[src/rtl/jpeg_pkg.sv]
// Shared JPEG block constants and the zigzag-to-natural scan table used by
// both the encoder zigzag stage and the RLE block decoder.
package jpeg_pkg;

  localparam int COEF_W_DEF = 8;
  localparam int RUN_W_DEF  = 6;
  localparam int BLK_N      = 64;
  localparam int ROW_N      = 8;

  localparam int ZZ2NAT [BLK_N] = '{
     0,  1,  8, 16,  9,  2,  3, 10,
    17, 24, 32, 25, 18, 11,  4,  5,
    12, 19, 26, 33, 40, 48, 41, 34,
    27, 20, 13,  6,  7, 14, 21, 28,
    35, 42, 49, 56, 57, 50, 43, 36,
    29, 22, 15, 23, 30, 37, 44, 51,
    58, 59, 52, 45, 38, 31, 39, 46,
    53, 60, 61, 54, 47, 55, 62, 63
  };

  function automatic logic [5:0] zz2nat(input logic [5:0] zz);
    return 6'(ZZ2NAT[zz]);
  endfunction

endpackage

[src/rtl/rle_bank.sv]
// One 64-entry coefficient bank: value regs plus a valid mask. Entries whose
// mask bit is clear read as zero, so clearing the mask empties the bank.
module rle_bank
  import jpeg_pkg::*;
#(
  parameter int COEF_W = COEF_W_DEF
) (
  input  logic                  clk_i,
  input  logic                  rst_ni,
  input  logic                  wr_en_i,
  input  logic [5:0]            wr_addr_i,
  input  logic [COEF_W-1:0]     wr_data_i,
  input  logic                  clr_i,
  input  logic [2:0]            rd_row_i,
  output logic [8*COEF_W-1:0]   rd_data_o
);

  logic [COEF_W-1:0] val_q [BLK_N];
  logic [BLK_N-1:0]  mask_q;

  // Values need no reset: the mask alone decides what reads back.
  always_ff @(posedge clk_i) begin
    if (wr_en_i) val_q[wr_addr_i] <= wr_data_i;
  end

  always_ff @(posedge clk_i or negedge rst_ni) begin
    if (!rst_ni) begin
      mask_q <= '0;
    end else if (clr_i) begin
      mask_q <= '0;
    end else if (wr_en_i) begin
      mask_q[wr_addr_i] <= 1'b1;
    end
  end

  always_comb begin
    rd_data_o = '0;
    for (int c = 0; c < ROW_N; c++) begin
      if (mask_q[{rd_row_i, 3'(c)}]) begin
        rd_data_o[COEF_W*c +: COEF_W] = val_q[{rd_row_i, 3'(c)}];
      end
    end
  end

endmodule

[src/rtl/rle_block_decoder.sv]
// Expands (run, level, eob) symbols into 8x8 blocks in a ping-pong bank pair
// and drains each block as eight natural-order rows.
module rle_block_decoder
  import jpeg_pkg::*;
#(
  parameter int COEF_W = COEF_W_DEF,
  parameter int RUN_W  = RUN_W_DEF,
  parameter int CNT_W  = 16
) (
  input  logic                clk_i,
  input  logic                rst_ni,
  input  logic                sym_valid_i,
  output logic                sym_ready_o,
  input  logic [RUN_W-1:0]    sym_run_i,
  input  logic [COEF_W-1:0]   sym_level_i,
  input  logic                sym_eob_i,
  output logic                row_valid_o,
  input  logic                row_ready_i,
  output logic [8*COEF_W-1:0] row_data_o,
  output logic [2:0]          row_idx_o,
  output logic [CNT_W-1:0]    blk_cnt_o,
  output logic                err_o
);

  // Both ports use valid/ready: a transfer happens on a rising clk edge where
  // valid and ready are both high; valid holds its payload until then.

  logic [5:0]       pos_q, pos_d;
  logic             wr_bank_q, rd_bank_q;
  logic [1:0]       full_q, full_d;
  logic [2:0]       row_idx_q;
  logic [CNT_W-1:0] blk_cnt_q;
  logic             err_q;

  logic [6:0] p;
  logic       sym_hs, wr_en, overflow, blk_close, row_acc, row_last;
  logic [8*COEF_W-1:0] bank_rd [2];

  assign sym_ready_o = ~full_q[wr_bank_q];
  assign sym_hs      = sym_valid_i & sym_ready_o;
  // pos never exceeds 63, so p <= 126 and bit 6 alone flags p > 63.
  assign p           = {1'b0, pos_q} + 7'(sym_run_i);
  assign wr_en       = sym_hs & ~sym_eob_i & ~p[6];
  assign overflow    = sym_hs & ~sym_eob_i & p[6];
  assign blk_close   = sym_hs & (sym_eob_i | p[6] | (p == 7'd63));

  assign row_valid_o = full_q[rd_bank_q];
  assign row_acc     = row_valid_o & row_ready_i;
  assign row_last    = row_acc & (row_idx_q == 3'd7);

  for (genvar b = 0; b < 2; b++) begin : g_bank
    rle_bank #(.COEF_W(COEF_W)) u_bank (
      .clk_i     (clk_i),
      .rst_ni    (rst_ni),
      .wr_en_i   (wr_en & (wr_bank_q == 1'(b))),
      .wr_addr_i (zz2nat(p[5:0])),
      .wr_data_i (sym_level_i),
      .clr_i     (row_last & (rd_bank_q == 1'(b))),
      .rd_row_i  (row_idx_q),
      .rd_data_o (bank_rd[b])
    );
  end

  assign row_data_o = bank_rd[rd_bank_q];
  assign row_idx_o  = row_idx_q;
  assign blk_cnt_o  = blk_cnt_q;
  assign err_o      = err_q;

  always_comb begin
    pos_d = pos_q;
    if (blk_close)  pos_d = '0;
    else if (wr_en) pos_d = p[5:0] + 6'd1;
  end

  // Close and free always target different banks: a full bank blocks sym_ready.
  always_comb begin
    full_d = full_q;
    if (blk_close) full_d[wr_bank_q] = 1'b1;
    if (row_last)  full_d[rd_bank_q] = 1'b0;
  end

  always_ff @(posedge clk_i or negedge rst_ni) begin
    if (!rst_ni) begin
      pos_q     <= '0;
      wr_bank_q <= 1'b0;
      rd_bank_q <= 1'b0;
      full_q    <= '0;
      row_idx_q <= '0;
      blk_cnt_q <= '0;
      err_q     <= 1'b0;
    end else begin
      pos_q  <= pos_d;
      full_q <= full_d;
      if (blk_close) wr_bank_q <= ~wr_bank_q;
      if (overflow)  err_q <= 1'b1;
      if (row_acc)   row_idx_q <= row_idx_q + 3'd1;
      if (row_last) begin
        rd_bank_q <= ~rd_bank_q;
        if (blk_cnt_q != '1) blk_cnt_q <= blk_cnt_q + 1'b1;
      end
    end
  end

endmodule

[config.mk]
export PLATFORM = sky130hd
export DESIGN_NAME = rle_block_decoder
export DESIGN_NICKNAME = d
export VERILOG_FILES = /design/src/rtl/jpeg_pkg.sv /design/src/rtl/rle_bank.sv /design/src/rtl/rle_block_decoder.sv
export SDC_FILE = /design/constraint.sdc
export NUM_CORES = 1
export LEC_CHECK = 0
export ABC_CLOCK_PERIOD_IN_PS = 12900
export CAP_MARGIN = 10
export CORE_MARGIN = 3
export CORE_UTILIZATION = 40
export DETAILED_ROUTE_END_ITERATION = 16
export GPL_TIMING_DRIVEN = 0
export SYNTH_ARGS = -nofsm -noshare
export SYNTH_HDL_FRONTEND = slang
export SYNTH_SLANG_ARGS = --single-unit
[constraint.sdc]
create_clock -name clk_i -period 12.9 [get_ports clk_i]
set_input_delay 3.225 -clock clk_i [delete_from_list [all_inputs] [get_ports clk_i]]
set_output_delay 3.225 -clock clk_i [all_outputs]
set_load 0.005 [all_outputs]
* Word-level counts from Yosys, hierarchy flattened
Memories as Yosys holds them, arrays and structs flattened.
Index checks and enable logic that the tools add are counted.
** Storage, ports and cells
- Register bits :: 158
- Bits in latches :: 0
- Memory bits (writable) :: 1024
- Memory bits (read-only) :: 2048
- Input bits :: 19
- Output and inout port bits :: 86
- Logic and storage cells :: 142
- Memories kept :: 3
** Memory list
- (name not given) :: depth 64, width 32, rd ports 1, clocked after memory_dff 0, wr ports 0, line jpeg_pkg.sv:22 : return 6'(ZZ2NAT[zz]);
- g_bank[0].u_bank.val_q :: depth 64, width 8, rd ports 8, clocked after memory_dff 0, wr ports 1, line rle_bank.sv:18 : logic [COEF_W-1:0] val_q [BLK_N];
- g_bank[1].u_bank.val_q :: depth 64, width 8, rd ports 8, clocked after memory_dff 0, wr ports 1, line rle_bank.sv:18
** Cells by class
- Add/subtract/negate cells :: 4
- Multiply operators :: 0
- Divide/modulo/power cells :: 0
- Magnitude comparators :: 16
- Eq/ne operators :: 3
- Shift operators :: 0
- Mux-type cells :: 75
- Bitwise logic cells :: 25
- Reduce and logical (&&, ||, !) cells :: 7
** Operators with widths (count)
- $mux 64 :: 7
- $mux 8 :: 16
- $or 64x64->64 :: 2
- $lt 6x7->1 const B :: 9
- $bmux 1 s3 :: 16
- $mux 1 :: 27
- $mux 6 :: 4
- $add 16x1->16 const B :: 1
- $ne 16x16->1 const B :: 1
- $and 1x1->1 :: 11
- $add 6x6->7 :: 1
- $eq 7x6->1 const B :: 1
- $ge 7x7->1 const B :: 1
- $not 6->7 :: 1
- $add 6x1->6 const B :: 1
- $demux 1 s6 :: 1
- $ge 6x1->1 const B :: 1
- $reduce_bool 2->1 :: 3
- $not 1->1 :: 5
- $lt 1x2->1 const B :: 2
- $mux 2 :: 2
- $add 3x1->3 const B :: 1
- $eq 3x3->1 const B :: 1
- $logic_and 1x1->1 :: 3
- 9 further kinds :: 12

* Longest topological paths before layout
- Depth after elaboration :: 12
- Gate-level depth with buffers :: 13
- Gate-level depth less buffers :: 11

* By module
From an unflattened synthesis, not the netlist that was laid out.
** Second synthesis, totals
- Cell total of the unflattened synthesis :: 2630
- Area, all modules :: 49411.1 µm²
** Modules (own cells, without submodules)
- rle_bank :: instances 2, cells each 1155, area each 23110.9 µm², seq. area each 16976.3 µm²
- rle_block_decoder :: instances 1, cells each 320, area each 3189.3 µm², seq. area each 750.7 µm²

* Worst setup path before layout
No wires, ideal clock.
- Path type :: in2reg
- From :: input sym_run_i[0]
- To :: memory g_bank[1].u_bank.val_q[32][0] (netlist name) (enable)
- Setup time :: 395 ps
- Arrival :: 6878 ps
- Required time :: 12505 ps
- Slack :: 5628 ps
- Cell stages on the path :: 13
- Path buffers :: 3
- Path through :: ha_1 -> fa_1 -> xor2_2 -> inv_2 -> buf_6 -> ha_1 -> or3_1 -> a31oi_1 -> a2bb2oi_2 -> or2_1 -> buf_2 -> buf_2 -> nor4_1
** Between the ends
- Word-level cells in the longest chain between the ends :: 6
- Elaborated cells on any way between the ends :: 10
** Ends and longest elaborated chain
- from (decl) :: line rle_block_decoder.sv:14 : input logic [RUN_W-1:0] sym_run_i,
- $add 6x6->7 * :: line rle_block_decoder.sv:42 : assign p = {1'b0, pos_q} + 7'(sym_run_i);
- parallel branches: the longest is 5 deep, another holds $mem_v2 64x32
- to (decl) :: line rle_bank.sv:18
Every way passes the cells marked *. The select of a mux whose other input is x is not followed.

* Worst setup path after layout
- From :: register row_idx_q[1] (netlist: row_idx_o[1])
- To :: output row_data_o[23]
** Between the ends
- Word-level cells in the longest chain between the ends :: 6
- Elaborated cells on any way between the ends :: 11
** Ends and longest elaborated chain
- from (decl) :: line rle_block_decoder.sv:31 : logic [2:0] row_idx_q;
- from (signal assigned) :: line rle_block_decoder.sv:96 : if (row_acc) row_idx_q <= row_idx_q + 3'd1;
- parallel branches: the longest is 3 deep, another holds $mem_v2 64x8
- $mux 64 (implied by the code) * (3 in a row) :: line rle_block_decoder.sv:64 : assign row_data_o = bank_rd[rd_bank_q];
- to (decl) :: line rle_block_decoder.sv:19 : output logic [8*COEF_W-1:0] row_data_o,
Marked as above.

==> impl_summary.log <==
[metrics] Synth Instances: 2546
[metrics] stage delay of the slowest cell on the critical path: 1010 ps
[metrics] wire length of the first global-routing pass: 194 mm
[metrics] flip-flop and latch count after synthesis: 1182
[metrics] total of buffers placed on input and output ports: 104
[metrics] Initial Util: 40.6%
[metrics] Multi-input gate area: 13200 um^2
[metrics] area added between synthesis and finish: 17.3%
[metrics] Std-Cell Rows: 126
[metrics] number of gates given a new drive strength after cts: 0
[metrics] unrepaired setup endpoints after global routing: no
[metrics] Top Ports: 105
[metrics] synthesized area divided by synthesized cell count: 19.0 um^2
[metrics] cell occurring most often along the worst timing path: sky130_fd_sc_hd__clkbuf_1
[metrics] number of distinct library cells after synthesis: 76
[metrics] post-route clock skew: 40.2 ps
[metrics] Hold Fails Final Rpt: 0
[metrics] total power divided by cell area: 236 nW/um^2
[metrics] share of the synthesized area in the top cell type: 63.6%
[metrics] number of maximum-capacitance constraint violations: 0
[metrics] synthesized netlist net count: 2581
[metrics] sum of routed wire length over all layers: 133 mm
[metrics] CP startpoint kind: flip-flop
[metrics] number of levels in the clock H-tree: 3
[metrics] register area: 34700 um^2
[metrics] count of yosys warnings during synthesis: 0
[metrics] sort of element at the end of the critical path: output port
[metrics] die area: 125000 um^2
[metrics] average vias per placed instance: 5.90
[metrics] status: finished clean
[metrics] DRC violations left: 0
[metrics] clock latency on the worst-skew pair: 710 ps
[metrics] CP arrival: 5660 ps
[metrics] final clock period utilization by the worst path: 68.9%
[metrics] Routed Antenna Nets: 0
[metrics] CTS clock-pin slew for the worst setup and hold paths: 60 ps
[metrics] number of global-route vias before repair: 28000
[metrics] layout cells sized above 1: 27.0%
[metrics] DP HPWL: 89.5 mm
[metrics] total iterations of the first detailed-routing run: 6
[metrics] area post-placement: 52700 um^2
[metrics] pin count of the biggest net entering global routing: 89
[metrics] hold crit path type: reg -> reg
[metrics] Static Leak: 18.7 nW
[metrics] maximum clock frequency: 0.113 GHz
[metrics] post-layout minimum cycle time: 8890 ps
[metrics] final count of negative-setup-slack endpoints: 0
[metrics] number of buffers added for setup after CTS: 0
[metrics] total global-route track usage: 21.1%
[metrics] drt initial violations: 2757
[metrics] CTS root buf: sky130_fd_sc_hd__clkbuf_16
[metrics] Crit-path slowest cell: sky130_fd_sc_hd__clkbuf_1
[metrics] FFs w/ async S/R, synth: 13.4%
[metrics] cells traversed along the worst timing path: clkbuf_1, clkbuf_1, buf_1, clkbuf_1, mux4_2, mux2i_1, o22ai_1, clkdlybuf4s50_1
[metrics] clock tree sinks: 1182
[metrics] maximum clock insertion buffer count: 3
[metrics] largest fanout of any net on the critical path: 10
[metrics] height of the chip: 354 um
[metrics] average wire length per cell after detail routing: 29.0 um
[metrics] Remaining Overflow, GRT: 0
[metrics] critical path type: reg -> out
[metrics] Std-Cell Core Area: 119000 um^2
[metrics] number of antenna violations at the first check in global routing: 2
[metrics] weighted congestion reported at the end of routability-driven placement: 0.934
[metrics] Filler Cell Count: 9799
[metrics] most repeated cell in the gate-level netlist after synthesis: sky130_fd_sc_hd__edfxtp_1
[metrics] Max IR drop VDD: 0.255 mV
[metrics] register-to-register path setup slack: 7310 ps
[metrics] final-stage net count: 2925
[metrics] post-route cell area: 56700 um^2
[metrics] prevailing post-synth register cell: sky130_fd_sc_hd__edfxtp_1
[metrics] Inserted Clock Buffers: 119
[metrics] Max transition margin: 9.03%
[metrics] Horiz. Die Dim: 354 um
[metrics] TritonCTS clock tree: yes
[metrics] max-slew violation count: 0
[metrics] post-synthesis cell type with the largest combined area: sky130_fd_sc_hd__edfxtp_1
[metrics] number of hold-repair buffers added at the cts stage: 0
[metrics] proportion of synthesized chip area in sequential cells: 71.7%
[metrics] detailed-route via count: 27100
[metrics] number of enable flip-flop cells after synthesis: 1024
[metrics] Sum Neg Setup Slack: 0 ps
[metrics] slew at the pin with the worst max-slew slack: 1360 ps
[metrics] post-synth design cell area: 48400 um^2
[metrics] data required time of the critical path: 9680 ps
[metrics] most instantiated cells after synthesis: 1024 x sky130_fd_sc_hd__edfxtp_1, 288 x sky130_fd_sc_hd__mux4_2, 174 x sky130_fd_sc_hd__nand2_1
[metrics] dominant cells by area after synthesis: sky130_fd_sc_hd__edfxtp_1 64%, sky130_fd_sc_hd__mux4_2 13%, sky130_fd_sc_hd__dfrtp_1 8.2%
## power breakdown
group	total [mW]	internal, mW	switching, mW
Clock	3.38	1.95	1.43
Sequential	4.39	4.30	0.0877
Combinational	5.63	1.71	3.92
## through the flow
stage / power, mW / hold WS [ps] / cells / setup WS (ps) / utilization, %
finish: 13.4 / 468 / 4592 / 4010 / 47.7
global route: 13.8 / 493 / 4590 / 3880 / 47.7
CTS: 13.3 / 474 / 4570 / 3950 / 47.5
detailed placement: 9.93 / 457 / 4349 / 3830 / 44.3
global placement: 9.71 / 450 / 4250 / 2060 / 43.2
floorplan: 7.64 / 438 / 2546 / 5630 / -
## kinds of logic after synthesis
group	share of synthesized area (%)
flip-flops	71.7
multiplexers	16.7
AND/OR/NAND/NOR	3.97
AO/OA/AOI/OAI	4.97
buffers and inverters	1.84
XOR/XNOR	0.378
adder cells (fa/ha/maj)	0.429
## cells in the final DEF (no fill, tap or decap), drive strengths merged, types with 5 or more instances in the layout
cell type / count
mux2: 15
nand4: 11
or3: 5
bufinv: 12
dfrtp: 158
clkdlybuf4s50: 95
inv: 11
buf: 237
and2: 5
a211o: 5
o22ai: 67
ha: 15
nor4: 58
a2111oi: 7
o41ai: 57
o21ai: 16
a31oi: 5
nand2: 175
mux2i: 141
a21oi: 14
o211ai: 12
a211oi: 6
or2: 11
nand3: 9
edfxtp: 1024
clkinv: 56
nor3: 75
mux4: 288
o31ai: 71
xnor2: 16
nor2: 27
clkbuf: 236
## sequential cells by signal, summed over array words and instances (netlist names)
register,count
full_q,2
g_bank.u_bank.mask_q,128
blk_cnt_o,16
err_o,1
rd_bank_q,1
g_bank.u_bank.val_q,1024
pos_q,6
row_idx_o,3
wr_bank_q,1
## critical path, delay by kind of cell, from the launching register on
kind | cells | cell delay (ps)
buffers and inverters | 5 | 3610
multiplexers | 2 | 480
flip-flops | 1 | 460
AO/OA/AOI/OAI | 1 | 370
## path summary, 6_finish.rpt
check | start | end | cells after the start
max in group asynchronous | rst_ni | g_bank[0].u_bank.mask_q[46]$_DFFE_PN0P_ | 2
max | row_idx_o[1]$_DFFE_PN0P_ | row_data_o[23] | 8
max reg2reg | pos_q[0]$_DFFE_PN0P_ | g_bank[0].u_bank.val_q[27][6]$_DFFE_PP_ | 13
min | err_o$_DFFE_PN0P_ | err_o$_DFFE_PN0P_ | 1
min reg2reg | err_o$_DFFE_PN0P_ | err_o$_DFFE_PN0P_ | 1
min in group asynchronous | rst_ni | blk_cnt_o[9]$_DFFE_PN0P_ | 1
## layer usage
layer  wire [um]  global-route usage, %  part of all wire [%]  vias up
li1            -                      -                     -    11200
met1       53900                   28.3                    41    14300
met2       63600                   33.7                    48     1244
met3        9840                   4.40                   7.4      323
met4        5680                   8.89                   4.3        0
met5           0                      0                     0        -
## area by class of cell
type	instances	share of cell area [%]
flip-flops and latches	1182	61.2
multi-input cells	1158	23.3
clock buffers	146	5.50
repair buffers	223	3.68
well taps	1600	3.53
plain buffers	199	1.53
clock inverters	75	1.25
inverters	7	0.0463
diodes	2	0.00882
(Power assumes the default switching activity.)
